**config.mk**
```make
export PLATFORM = sky130hd
export DESIGN_NAME = session_lookup_mux
export DESIGN_NICKNAME = d
export VERILOG_FILES = /design/src/rtl/session_mux_pkg.sv /design/src/rtl/session_class_arb.sv /design/src/rtl/session_lookup_mux.sv
export SDC_FILE = /design/constraint.sdc
export NUM_CORES = 1
export LEC_CHECK = 0
export CAP_MARGIN = 20
export CORE_AREA = 3 3 400 402
export DETAILED_ROUTE_END_ITERATION = 12
export DIE_AREA = 0 0 403 405
export HOLD_SLACK_MARGIN = 0.05
export PLACE_DENSITY_LB_ADDON = 0.15
export SLEW_MARGIN = 20
export SYNTH_ARGS = -nofsm -noshare
export SYNTH_HDL_FRONTEND = slang
export SYNTH_SLANG_ARGS = --single-unit
```
**constraint.sdc**
```tcl
create_clock -name ap_clk -period 7.9 [get_ports ap_clk]
set_input_delay 1.58 -clock ap_clk [delete_from_list [all_inputs] [get_ports ap_clk]]
set_output_delay 1.58 -clock ap_clk [all_outputs]
set_load 0.03 [all_outputs]
```
**src/rtl/session_mux_pkg.sv**
```systemverilog
// Shared constants and helpers for the multi-channel session-table mux.
// Width defaults match the cuckoo_cam session interface.
package session_mux_pkg;

    localparam int unsigned LUP_REQ_W = 72;
    localparam int unsigned UPD_REQ_W = 88;
    localparam int unsigned RSP_W     = 88;

    // Ceiling log2; clog2(1) = 0.
    function automatic int unsigned clog2(input int unsigned v);
        int unsigned r;
        r = 0;
        for (int unsigned i = 0; i < 32; i++) begin
            if ((64'd1 << i) < 64'(v)) begin
                r = i + 1;
            end
        end
        return r;
    endfunction

endpackage

```
**src/rtl/session_class_arb.sv**
```systemverilog
// One request class: round-robin arbiter into a single output register,
// channel-ID order FIFO, and in-order reply demux back to the channels.
module session_class_arb
    import session_mux_pkg::*;
#(
    parameter int unsigned NUM_CH    = 2,
    parameter int unsigned REQ_W     = 72,
    parameter int unsigned RSP_W     = 88,
    parameter int unsigned ORD_DEPTH = 16,
    localparam int unsigned CNT_W    = clog2(ORD_DEPTH + 1)
) (
    input  logic                     i_clk,
    input  logic                     i_rst_n,
    input  logic [NUM_CH*REQ_W-1:0]  i_req_tdata,
    input  logic [NUM_CH-1:0]        i_req_tvalid,
    output logic [NUM_CH-1:0]        o_req_tready,
    output logic [REQ_W-1:0]         o_cam_req_tdata,
    output logic                     o_cam_req_tvalid,
    input  logic                     i_cam_req_tready,
    input  logic [RSP_W-1:0]         i_cam_rsp_tdata,
    input  logic                     i_cam_rsp_tvalid,
    output logic                     o_cam_rsp_tready,
    output logic [NUM_CH*RSP_W-1:0]  o_rsp_tdata,
    output logic [NUM_CH-1:0]        o_rsp_tvalid,
    input  logic [NUM_CH-1:0]        i_rsp_tready,
    output logic [CNT_W-1:0]         o_outstanding,
    output logic                     o_proto_err
);

    localparam int unsigned CH_W  = (NUM_CH > 1) ? clog2(NUM_CH) : 1;
    localparam int unsigned PTR_W = (ORD_DEPTH > 1) ? clog2(ORD_DEPTH) : 1;

    logic [CH_W-1:0]  r_rr_ptr;
    logic             r_req_valid;
    logic [REQ_W-1:0] r_req_data;
    logic [CH_W-1:0]  r_ord_mem [ORD_DEPTH];
    logic [PTR_W-1:0] r_wr_ptr;
    logic [PTR_W-1:0] r_rd_ptr;
    logic [CNT_W-1:0] r_count;
    logic             r_proto_err;

    logic             w_found;
    logic [CH_W-1:0]  w_grant_ch;
    logic [REQ_W-1:0] w_grant_data;
    logic             w_can_load;
    logic             w_fifo_full;
    logic             w_fifo_empty;
    logic             w_grant;
    logic [CH_W-1:0]  w_head_ch;
    logic             w_pop;

    // Cyclic search for the first valid channel starting at the RR pointer.
    always_comb begin
        int unsigned idx;
        w_found      = 1'b0;
        w_grant_ch   = '0;
        w_grant_data = '0;
        idx          = 0;
        for (int unsigned i = 0; i < NUM_CH; i++) begin
            idx = 32'(r_rr_ptr) + i;
            if (idx >= NUM_CH) begin
                idx = idx - NUM_CH;
            end
            if (!w_found && i_req_tvalid[CH_W'(idx)]) begin
                w_found      = 1'b1;
                w_grant_ch   = CH_W'(idx);
                w_grant_data = i_req_tdata[idx*REQ_W +: REQ_W];
            end
        end
    end

    assign w_can_load   = !r_req_valid || i_cam_req_tready;
    assign w_fifo_empty = (r_count == '0);
    assign w_fifo_full  = (r_count == CNT_W'(ORD_DEPTH));
    // Reset gates the grant so no channel sees tready while held in reset.
    assign w_grant      = i_rst_n && w_found && w_can_load && !w_fifo_full;

    always_comb begin
        o_req_tready = '0;
        if (w_grant) begin
            o_req_tready[w_grant_ch] = 1'b1;
        end
    end

    assign w_head_ch        = r_ord_mem[r_rd_ptr];
    assign o_cam_rsp_tready = !w_fifo_empty && i_rsp_tready[w_head_ch];
    assign w_pop            = i_cam_rsp_tvalid && o_cam_rsp_tready;
    assign o_rsp_tdata      = {NUM_CH{i_cam_rsp_tdata}};

    always_comb begin
        o_rsp_tvalid = '0;
        if (i_cam_rsp_tvalid && !w_fifo_empty) begin
            o_rsp_tvalid[w_head_ch] = 1'b1;
        end
    end

    always_ff @(posedge i_clk or negedge i_rst_n) begin
        if (!i_rst_n) begin
            r_rr_ptr    <= '0;
            r_req_valid <= 1'b0;
            r_req_data  <= '0;
            r_wr_ptr    <= '0;
            r_rd_ptr    <= '0;
            r_count     <= '0;
            r_proto_err <= 1'b0;
        end else begin
            if (w_grant) begin
                r_req_valid <= 1'b1;
                r_req_data  <= w_grant_data;
                r_rr_ptr    <= (w_grant_ch == CH_W'(NUM_CH - 1)) ? '0 : w_grant_ch + CH_W'(1);
                r_wr_ptr    <= (r_wr_ptr == PTR_W'(ORD_DEPTH - 1)) ? '0 : r_wr_ptr + PTR_W'(1);
            end else if (i_cam_req_tready) begin
                r_req_valid <= 1'b0;
            end
            if (w_pop) begin
                r_rd_ptr <= (r_rd_ptr == PTR_W'(ORD_DEPTH - 1)) ? '0 : r_rd_ptr + PTR_W'(1);
            end
            case ({w_grant, w_pop})
                2'b10:   r_count <= r_count + CNT_W'(1);
                2'b01:   r_count <= r_count - CNT_W'(1);
                default: r_count <= r_count;
            endcase
            if (i_cam_rsp_tvalid && w_fifo_empty) begin
                r_proto_err <= 1'b1;
            end
        end
    end

    always_ff @(posedge i_clk) begin
        if (w_grant) begin
            r_ord_mem[r_wr_ptr] <= w_grant_ch;
        end
    end

    assign o_cam_req_tdata  = r_req_data;
    assign o_cam_req_tvalid = r_req_valid;
    assign o_outstanding    = r_count;
    assign o_proto_err      = r_proto_err;

endmodule

```
**src/rtl/session_lookup_mux.sv**
```systemverilog
// Shares one cuckoo_cam session table between NUM_CH TOE channels; lookup
// and update classes are arbitrated and tracked independently.
module session_lookup_mux
    import session_mux_pkg::*;
#(
    parameter int unsigned NUM_CH    = 2,
    parameter int unsigned LUP_REQ_W = session_mux_pkg::LUP_REQ_W,
    parameter int unsigned UPD_REQ_W = session_mux_pkg::UPD_REQ_W,
    parameter int unsigned LUP_RSP_W = session_mux_pkg::RSP_W,
    parameter int unsigned UPD_RSP_W = session_mux_pkg::RSP_W,
    parameter int unsigned ORD_DEPTH = 16
) (
    input  logic                          ap_clk,
    input  logic                          ap_rst_n,

    input  logic [NUM_CH*LUP_REQ_W-1:0]   s_axis_lup_req_tdata,
    input  logic [NUM_CH-1:0]             s_axis_lup_req_tvalid,
    output logic [NUM_CH-1:0]             s_axis_lup_req_tready,
    input  logic [NUM_CH*UPD_REQ_W-1:0]   s_axis_upd_req_tdata,
    input  logic [NUM_CH-1:0]             s_axis_upd_req_tvalid,
    output logic [NUM_CH-1:0]             s_axis_upd_req_tready,

    output logic [LUP_REQ_W-1:0]          m_axis_cam_lup_req_tdata,
    output logic                          m_axis_cam_lup_req_tvalid,
    input  logic                          m_axis_cam_lup_req_tready,
    output logic [UPD_REQ_W-1:0]          m_axis_cam_upd_req_tdata,
    output logic                          m_axis_cam_upd_req_tvalid,
    input  logic                          m_axis_cam_upd_req_tready,

    input  logic [LUP_RSP_W-1:0]          s_axis_cam_lup_rsp_tdata,
    input  logic                          s_axis_cam_lup_rsp_tvalid,
    output logic                          s_axis_cam_lup_rsp_tready,
    input  logic [UPD_RSP_W-1:0]          s_axis_cam_upd_rsp_tdata,
    input  logic                          s_axis_cam_upd_rsp_tvalid,
    output logic                          s_axis_cam_upd_rsp_tready,

    output logic [NUM_CH*LUP_RSP_W-1:0]   m_axis_lup_rsp_tdata,
    output logic [NUM_CH-1:0]             m_axis_lup_rsp_tvalid,
    input  logic [NUM_CH-1:0]             m_axis_lup_rsp_tready,
    output logic [NUM_CH*UPD_RSP_W-1:0]   m_axis_upd_rsp_tdata,
    output logic [NUM_CH-1:0]             m_axis_upd_rsp_tvalid,
    input  logic [NUM_CH-1:0]             m_axis_upd_rsp_tready,

    output logic [clog2(ORD_DEPTH+1)-1:0] lup_outstanding,
    output logic [clog2(ORD_DEPTH+1)-1:0] upd_outstanding,
    output logic                          proto_err
);

    logic w_lup_err;
    logic w_upd_err;

    session_class_arb #(
        .NUM_CH    (NUM_CH),
        .REQ_W     (LUP_REQ_W),
        .RSP_W     (LUP_RSP_W),
        .ORD_DEPTH (ORD_DEPTH)
    ) u_lup (
        .i_clk            (ap_clk),
        .i_rst_n          (ap_rst_n),
        .i_req_tdata      (s_axis_lup_req_tdata),
        .i_req_tvalid     (s_axis_lup_req_tvalid),
        .o_req_tready     (s_axis_lup_req_tready),
        .o_cam_req_tdata  (m_axis_cam_lup_req_tdata),
        .o_cam_req_tvalid (m_axis_cam_lup_req_tvalid),
        .i_cam_req_tready (m_axis_cam_lup_req_tready),
        .i_cam_rsp_tdata  (s_axis_cam_lup_rsp_tdata),
        .i_cam_rsp_tvalid (s_axis_cam_lup_rsp_tvalid),
        .o_cam_rsp_tready (s_axis_cam_lup_rsp_tready),
        .o_rsp_tdata      (m_axis_lup_rsp_tdata),
        .o_rsp_tvalid     (m_axis_lup_rsp_tvalid),
        .i_rsp_tready     (m_axis_lup_rsp_tready),
        .o_outstanding    (lup_outstanding),
        .o_proto_err      (w_lup_err)
    );

    session_class_arb #(
        .NUM_CH    (NUM_CH),
        .REQ_W     (UPD_REQ_W),
        .RSP_W     (UPD_RSP_W),
        .ORD_DEPTH (ORD_DEPTH)
    ) u_upd (
        .i_clk            (ap_clk),
        .i_rst_n          (ap_rst_n),
        .i_req_tdata      (s_axis_upd_req_tdata),
        .i_req_tvalid     (s_axis_upd_req_tvalid),
        .o_req_tready     (s_axis_upd_req_tready),
        .o_cam_req_tdata  (m_axis_cam_upd_req_tdata),
        .o_cam_req_tvalid (m_axis_cam_upd_req_tvalid),
        .i_cam_req_tready (m_axis_cam_upd_req_tready),
        .i_cam_rsp_tdata  (s_axis_cam_upd_rsp_tdata),
        .i_cam_rsp_tvalid (s_axis_cam_upd_rsp_tvalid),
        .o_cam_rsp_tready (s_axis_cam_upd_rsp_tready),
        .o_rsp_tdata      (m_axis_upd_rsp_tdata),
        .o_rsp_tvalid     (m_axis_upd_rsp_tvalid),
        .i_rsp_tready     (m_axis_upd_rsp_tready),
        .o_outstanding    (upd_outstanding),
        .o_proto_err      (w_upd_err)
    );

    assign proto_err = w_lup_err | w_upd_err;

endmodule

```
======== Word-level counts from Yosys, hierarchy flattened ========
Memories as Yosys holds them, arrays and structs flattened.
Cells that the tools add are included.
cells by class
  reductions and logical operators ........ 36
  $lt $le $gt $ge ......................... 16
  equality and inequality tests ........... 10
  bitwise logic cells ..................... 1
  add/subtract/negate cells ............... 16
  muxes and demuxes ....................... 56
  multipliers ............................. 4
  shift-type cells ........................ 4
operators by type and width
  operator                                                                              count
  176-bit by 33-bit variable part select with 88-bit output                             2
  144-bit by 33-bit variable part select with 72-bit output                             2
  88-bit two-way mux                                                                    2
  72-bit two-way mux                                                                    2
  32-bit by 4-bit multiplier with 29-bit output, second input constant                  4
  32-bit two-way mux                                                                    4
  32-bit by 2-bit greater-or-equal comparator with 1-bit output, second input constant  2
  32-bit by 2-bit subtractor with 32-bit output, second input constant                  2
  1-bit two-way mux                                                                     34
  1-bit logical AND                                                                     20
  5-bit case mux with 2 select lines                                                    2
  4-bit by 1-bit adder with 4-bit output, second input constant                         4
  4-bit equality test, second input constant                                            4
  1-bit by 2-bit less-than comparator with 1-bit output, second input constant          8
  4-bit two-way mux                                                                     4
  5-bit by 1-bit adder with 5-bit output, second input constant                         2
  5-bit equality test, second input constant                                            2
  5-bit zero test                                                                       2
  5-bit by 1-bit subtractor with 5-bit output, second input constant                    2
  1-bit zero test                                                                       8
  2-bit two-way mux                                                                     4
  2-bit nonzero test                                                                    4
  1-bit by 2-bit subtractor with 3-bit output, second input constant                    2
  1-bit by 1-bit adder with 2-bit output, second input constant                         2
  8 further kinds                                                                       19
word-level totals
  input port bits ......................... 510
  bits in registers ....................... 192
  output and inout bits ................... 535
  memory bits (writable) .................. 32
  logic and storage cells ................. 159
  memories ................................ 2
memory list
  name             words  width  read ports  clocked after memory_dff  write ports  line                     RTL
  u_lup.r_ord_mem  16     1      1           0                         1            session_class_arb.sv:36  logic [CH_W-1:0] r_ord_mem [ORD_DEPTH];
  u_upd.r_ord_mem  16     1      1           0                         1            session_class_arb.sv:36

======== Longest topological paths before layout ========
  word-level depth ........................ 13
  gate-level depth with buffers ........... 13
  depth with buffers taken out ............ 12

======== By module ========
From an unflattened synthesis, not the netlist that was laid out.
second synthesis, totals
  cell total of the unflattened synthesis .. 1334
  area total of the unflattened synthesis .. 12846.1 um2
modules (own cells, without submodules)
  module                     seq. area each (um2)  cells each  times used  area each (um2)
  session_class_arb (u_upd)  3083.0                703         1           6761.5
  session_class_arb (u_lup)  2682.6                630         1           6078.3
  session_lookup_mux         0.0                   1           1           6.3

======== Worst setup path before layout ========
Ideal clock, no wire load.
  kind .................................... input -> output
  start ................................... input m_axis_cam_lup_req_tready
  end ..................................... output s_axis_lup_req_tready[0]
  data required time ...................... 6.320 ns
  slack ................................... 3.264 ns
  stages on the path ...................... 5
  arrival time ............................ 3.056 ns
  buffers on the path ..................... 1
  cell sequence ........................... inv_1 > a221oi_1 > inv_2 > clkbuf_1 > nor2_1
between the ends
  longest elaborated chain between the ends .. 4
RTL lines
  item                             line                      RTL
  from (decl)                      session_lookup_mux.sv:25  input logic m_axis_cam_lup_req_tready,
  1-bit logical OR                 session_class_arb.sv:72   assign w_can_load = !r_req_valid || i_cam_req_tready;
  1-bit logical AND (2 in series)  session_class_arb.sv:76   assign w_grant = i_rst_n && w_found && w_can_load && !w_fifo_full;
  2-bit two-way mux                session_class_arb.sv:80   if (w_grant) begin
  to (decl)                        session_lookup_mux.sv:18  output logic [NUM_CH-1:0] s_axis_lup_req_tready,
No other way between the ends.

======== Worst setup path in the final report ========
  start ................................... input s_axis_lup_req_tvalid[1]
  end ..................................... output s_axis_lup_req_tready[0]
between the ends
  longest elaborated chain between the ends .. 11
  elaborated cells between the ends (all ways) .. 19
  classes of those cells .................. order compare (2); mux (11); reduce/logical (6)
RTL lines
  item                                                                                                                                     line                      RTL
  from (decl)                                                                                                                              session_lookup_mux.sv:17  input logic [NUM_CH-1:0] s_axis_lup_req_tvalid,
  1-bit two-way mux (not written as such) (2 in series)                                                                                    session_class_arb.sv:64   if (!w_found && i_req_tvalid[CH_W'(idx)]) begin
  1-bit two-way mux                                                                                                                        session_class_arb.sv:64
  1-bit zero test                                                                                                                          session_class_arb.sv:64
  1-bit logical AND                                                                                                                        session_class_arb.sv:64
  1-bit two-way mux                                                                                                                        session_class_arb.sv:64
  1-bit by 2-bit less-than comparator with 1-bit output (not written as such) / 1-bit greater-or-equal comparator (equally long branches)  session_class_arb.sv:81   o_req_tready[w_grant_ch] = 1'b1;
  1-bit logical AND (not written as such)                                                                                                  session_class_arb.sv:81
  1-bit two-way mux (not written as such)                                                                                                  session_class_arb.sv:81
  1-bit demux with 1-bit select                                                                                                            n/a
  2-bit two-way mux (*)                                                                                                                    session_class_arb.sv:80
Every way passes the cells marked *; elsewhere a longest branch is shown, timed or not. The select of a mux whose other input is x is not followed.

==> flow_summary.ini <==
[cts]
cts_made_buffers = 34
cts_htree_levels = 2
cts_setup_buffers = 0
cts_num_sinks = 224
root_buffer = clkbuf_16
cts_tree = done
ctsHoldBuffers = 0
clkLatencyLatePin_ns = 0.57
clockBufferDepth = 3
cts.clk_slew.worst_paths_ns = 0.05
cts_resized = 0

[synthesis]
synthAdderAreaFrac = 0.0207
synth_top_family_by_area = buffers and inverters
synth_edf_count = 32
netlist_instances = 1336
synthDistinctLibCells = 38
synth_area_mm2 = 0.0128
synth-seq-cells = 224
synthSimpleGateAreaFrac = 0.131
synthFlopType = dfrtp_1
muxShareOfSynthArea = 0.0246
syn_avg_cell_area_um2 = 9.61
synth-compound-area-share = 0.131
synth_warnings = 0
synthesis.nets = 1866
async_flop_share = 0.857
yosysSeqAreaShare = 0.449
synth_xor_area_frac = 0.00818

[sta]
finalMaxSlewViolations = 0
hold_viol = 0
post-route-period-util = 0.728
setup_violations = 0
worstMarginPinSlew_ns = 1.03
period_minus_slack_ns = 5.75
fmax_ghz = 0.174
grt_setup_unrepaired = no
relSlewSlack = 0.316
tns_ns = 0
skew_ns = 0.0271

[route]
detail_route.wl_per_cell_um = 21.6
drt_iter0_markers = 759
dr.pass1.iters = 5
drt_wl_total_um = 76900
drc = 0
ant_nets = 0
via_count = 10300
vias_per_cell = 2.91

[cells_and_area]
fin_area_mm2 = 0.0189
layout_common_cells = clkdlybuf4s50_1 (515), nor2_1 (330), dfrtp_1 (192)
regArea_mm2 = 0.00577
area_delta_synth_final_pct = 47.1
final_common_cell = clkdlybuf4s50_1
nNetsFinal = 2005
drive_above_1_share = 0.0595
nFillCells = 17800
multi_input_area_mm2 = 0.00413

[critical_path]
cp-startpoint = s_axis_lup_req_tvalid[1]
cp-endpoint = s_axis_lup_req_tready[0]
rr_worst_depth = 13
r2r_end = u_lup.o_outstanding[4]
critPathMaxFanout = 13
worstPathRequired_ns = 6.32
start_kind = primary input
critPathCaptureType = output pin
r2r_slack_ns = 3.88
cp.arrival_ns = 4.17
crit_type = in2out
r2r_start = u_lup.o_outstanding[0]

[placement]
numPortBuffers = 516
place_congestion = 0.915
dpl-instance-area_mm2 = 0.0179
hpwl_um = 63000

[global_route]
gr-usage-all-layers = 0.0898
grt_pass1_wl_um = 101000
antenna_found_initial = 15
overflow = 0
grt_max_degree = 78
grt_pass1_vias = 11000

[status]
status = complete, no violations

[hold_path]
worst_hold_path_type = reg2reg
holdPathStages = 1
hp-start = u_upd.o_proto_err

[die]
core_region_area_mm2 = 0.156
dieHeight_um = 405
rows = 145
fp.dieW_um = 403
die_area_mm2 = 0.163
start_util = 0.0821
io_pins = 1045

[pwr]
total_power_mw = 6.52
p_leak_nw = 6.71
irDropWorstVdd_mv = 0.103
cellPowerDensity_mw_per_mm2 = 345

[flow_run]
cap_violations = 0
per-layer routing:
| layer | part of all wire | global-route usage | up-vias |
|---|---|---|---|
| met5 | 0 | 0 | - |
| met1 | 0.35 | 0.0954 | 4973 |
| met3 | 0.11 | 0.0431 | 181 |
| met4 | 0.036 | 0.0346 | 0 |
| met2 | 0.50 | 0.154 | 637 |
| li1 | - | - | 4542 |
worst min-delay path by stage:
stage | slack [ns] | to
after floorplan | 0.42 | u_lup.o_proto_err
after global placement | 0.44 | u_upd.o_proto_err
after detailed placement | 0.45 | u_upd.o_proto_err
after CTS | 0.46 | u_upd.o_proto_err
after global routing | 0.50 | u_upd.o_proto_err
final | 0.45 | u_upd.o_proto_err
sequential cells by signal, indices dropped and copies added (netlist names):
| signal | count |
|---|---|
| u_upd.o_cam_req_tdata | 88 |
| u_lup.o_cam_req_tdata | 72 |
| u_lup.r_ord_mem | 16 |
| u_upd.r_ord_mem | 16 |
| u_lup.o_outstanding | 5 |
| u_upd.o_outstanding | 5 |
| u_lup.r_rd_ptr | 4 |
| u_lup.r_wr_ptr | 4 |
| u_upd.r_rd_ptr | 4 |
| u_upd.r_wr_ptr | 4 |
| u_lup.o_cam_req_tvalid | 1 |
| u_lup.o_proto_err | 1 |
| u_lup.r_rr_ptr | 1 |
| u_upd.o_cam_req_tvalid | 1 |
| u_upd.o_proto_err | 1 |
| u_upd.r_rr_ptr | 1 |
where the power goes:
part	internal (mW)	leakage (nW)	switching [mW]	total, mW
combinational	1.25	3.72	1.88	3.13
clock	0.817	0.493	0.605	1.42
sequential	1.60	2.49	0.364	1.97
per-stage QoR:
stage	util	hold slack [ns]	setup WS (ns)	cells
floorplan	-	0.420	3.26	1336
global placement	0.114	0.443	1.47	3494
detailed placement	0.114	0.450	1.68	3496
CTS	0.121	0.462	1.66	3552
global route	0.121	0.497	1.95	3554
finish	0.121	0.452	2.15	3555
cells in the mapped netlist (3+ instances only):
library cell  number  area (µm²)
buf_4            352        2640
nor2_1           330        1240
dfrtp_1          192        4800
a221oi_1         162        1420
clkbuf_1          75         282
edfxtp_1          32         961
and2_1            28         175
ha_1              18         225
inv_1             18        67.6
o21ai_0           17        85.1
nand2_1           16        60.1
and3_1            12        75.1
mux4_2            10         225
a21oi_1            8        40.0
xor2_1             8        70.1
nor2b_1            6        37.5
a21o_1             4        30.0
mux2_1             4        45.0
nand3_1            4        20.0
nor3_1             4        20.0
xnor2_1            4        35.0
a21boi_0           3        22.5
critical path, cell delays in order:
cell and delay (ns):
clkdlybuf4s50_1 0.58, o21ai_0 0.32, a221oi_4 0.61, buf_6 0.25
inv_2 0.05, nor2_1 0.09, clkdlybuf4s50_1 0.68
cell type report:
type	instances	share of cell area
tap	2058	0.136
clock buffer	42	0.0482
clock inverter	14	0.00477
sequential	224	0.305
inverter	20	0.00404
antenna	2	0.000265
multi-input combinational	661	0.219
timing repair buffer	534	0.283
cell families after synthesis:
kind of cell	Yosys count
muxes	16
adders and majority gates	20
AOI/OAI and AO/OA	204
and+or+nand+nor	409
DFF	224
buffers and inverters	451
xor gates and xnor gates	12
Note: power is estimated with default switching activity, not from simulation.
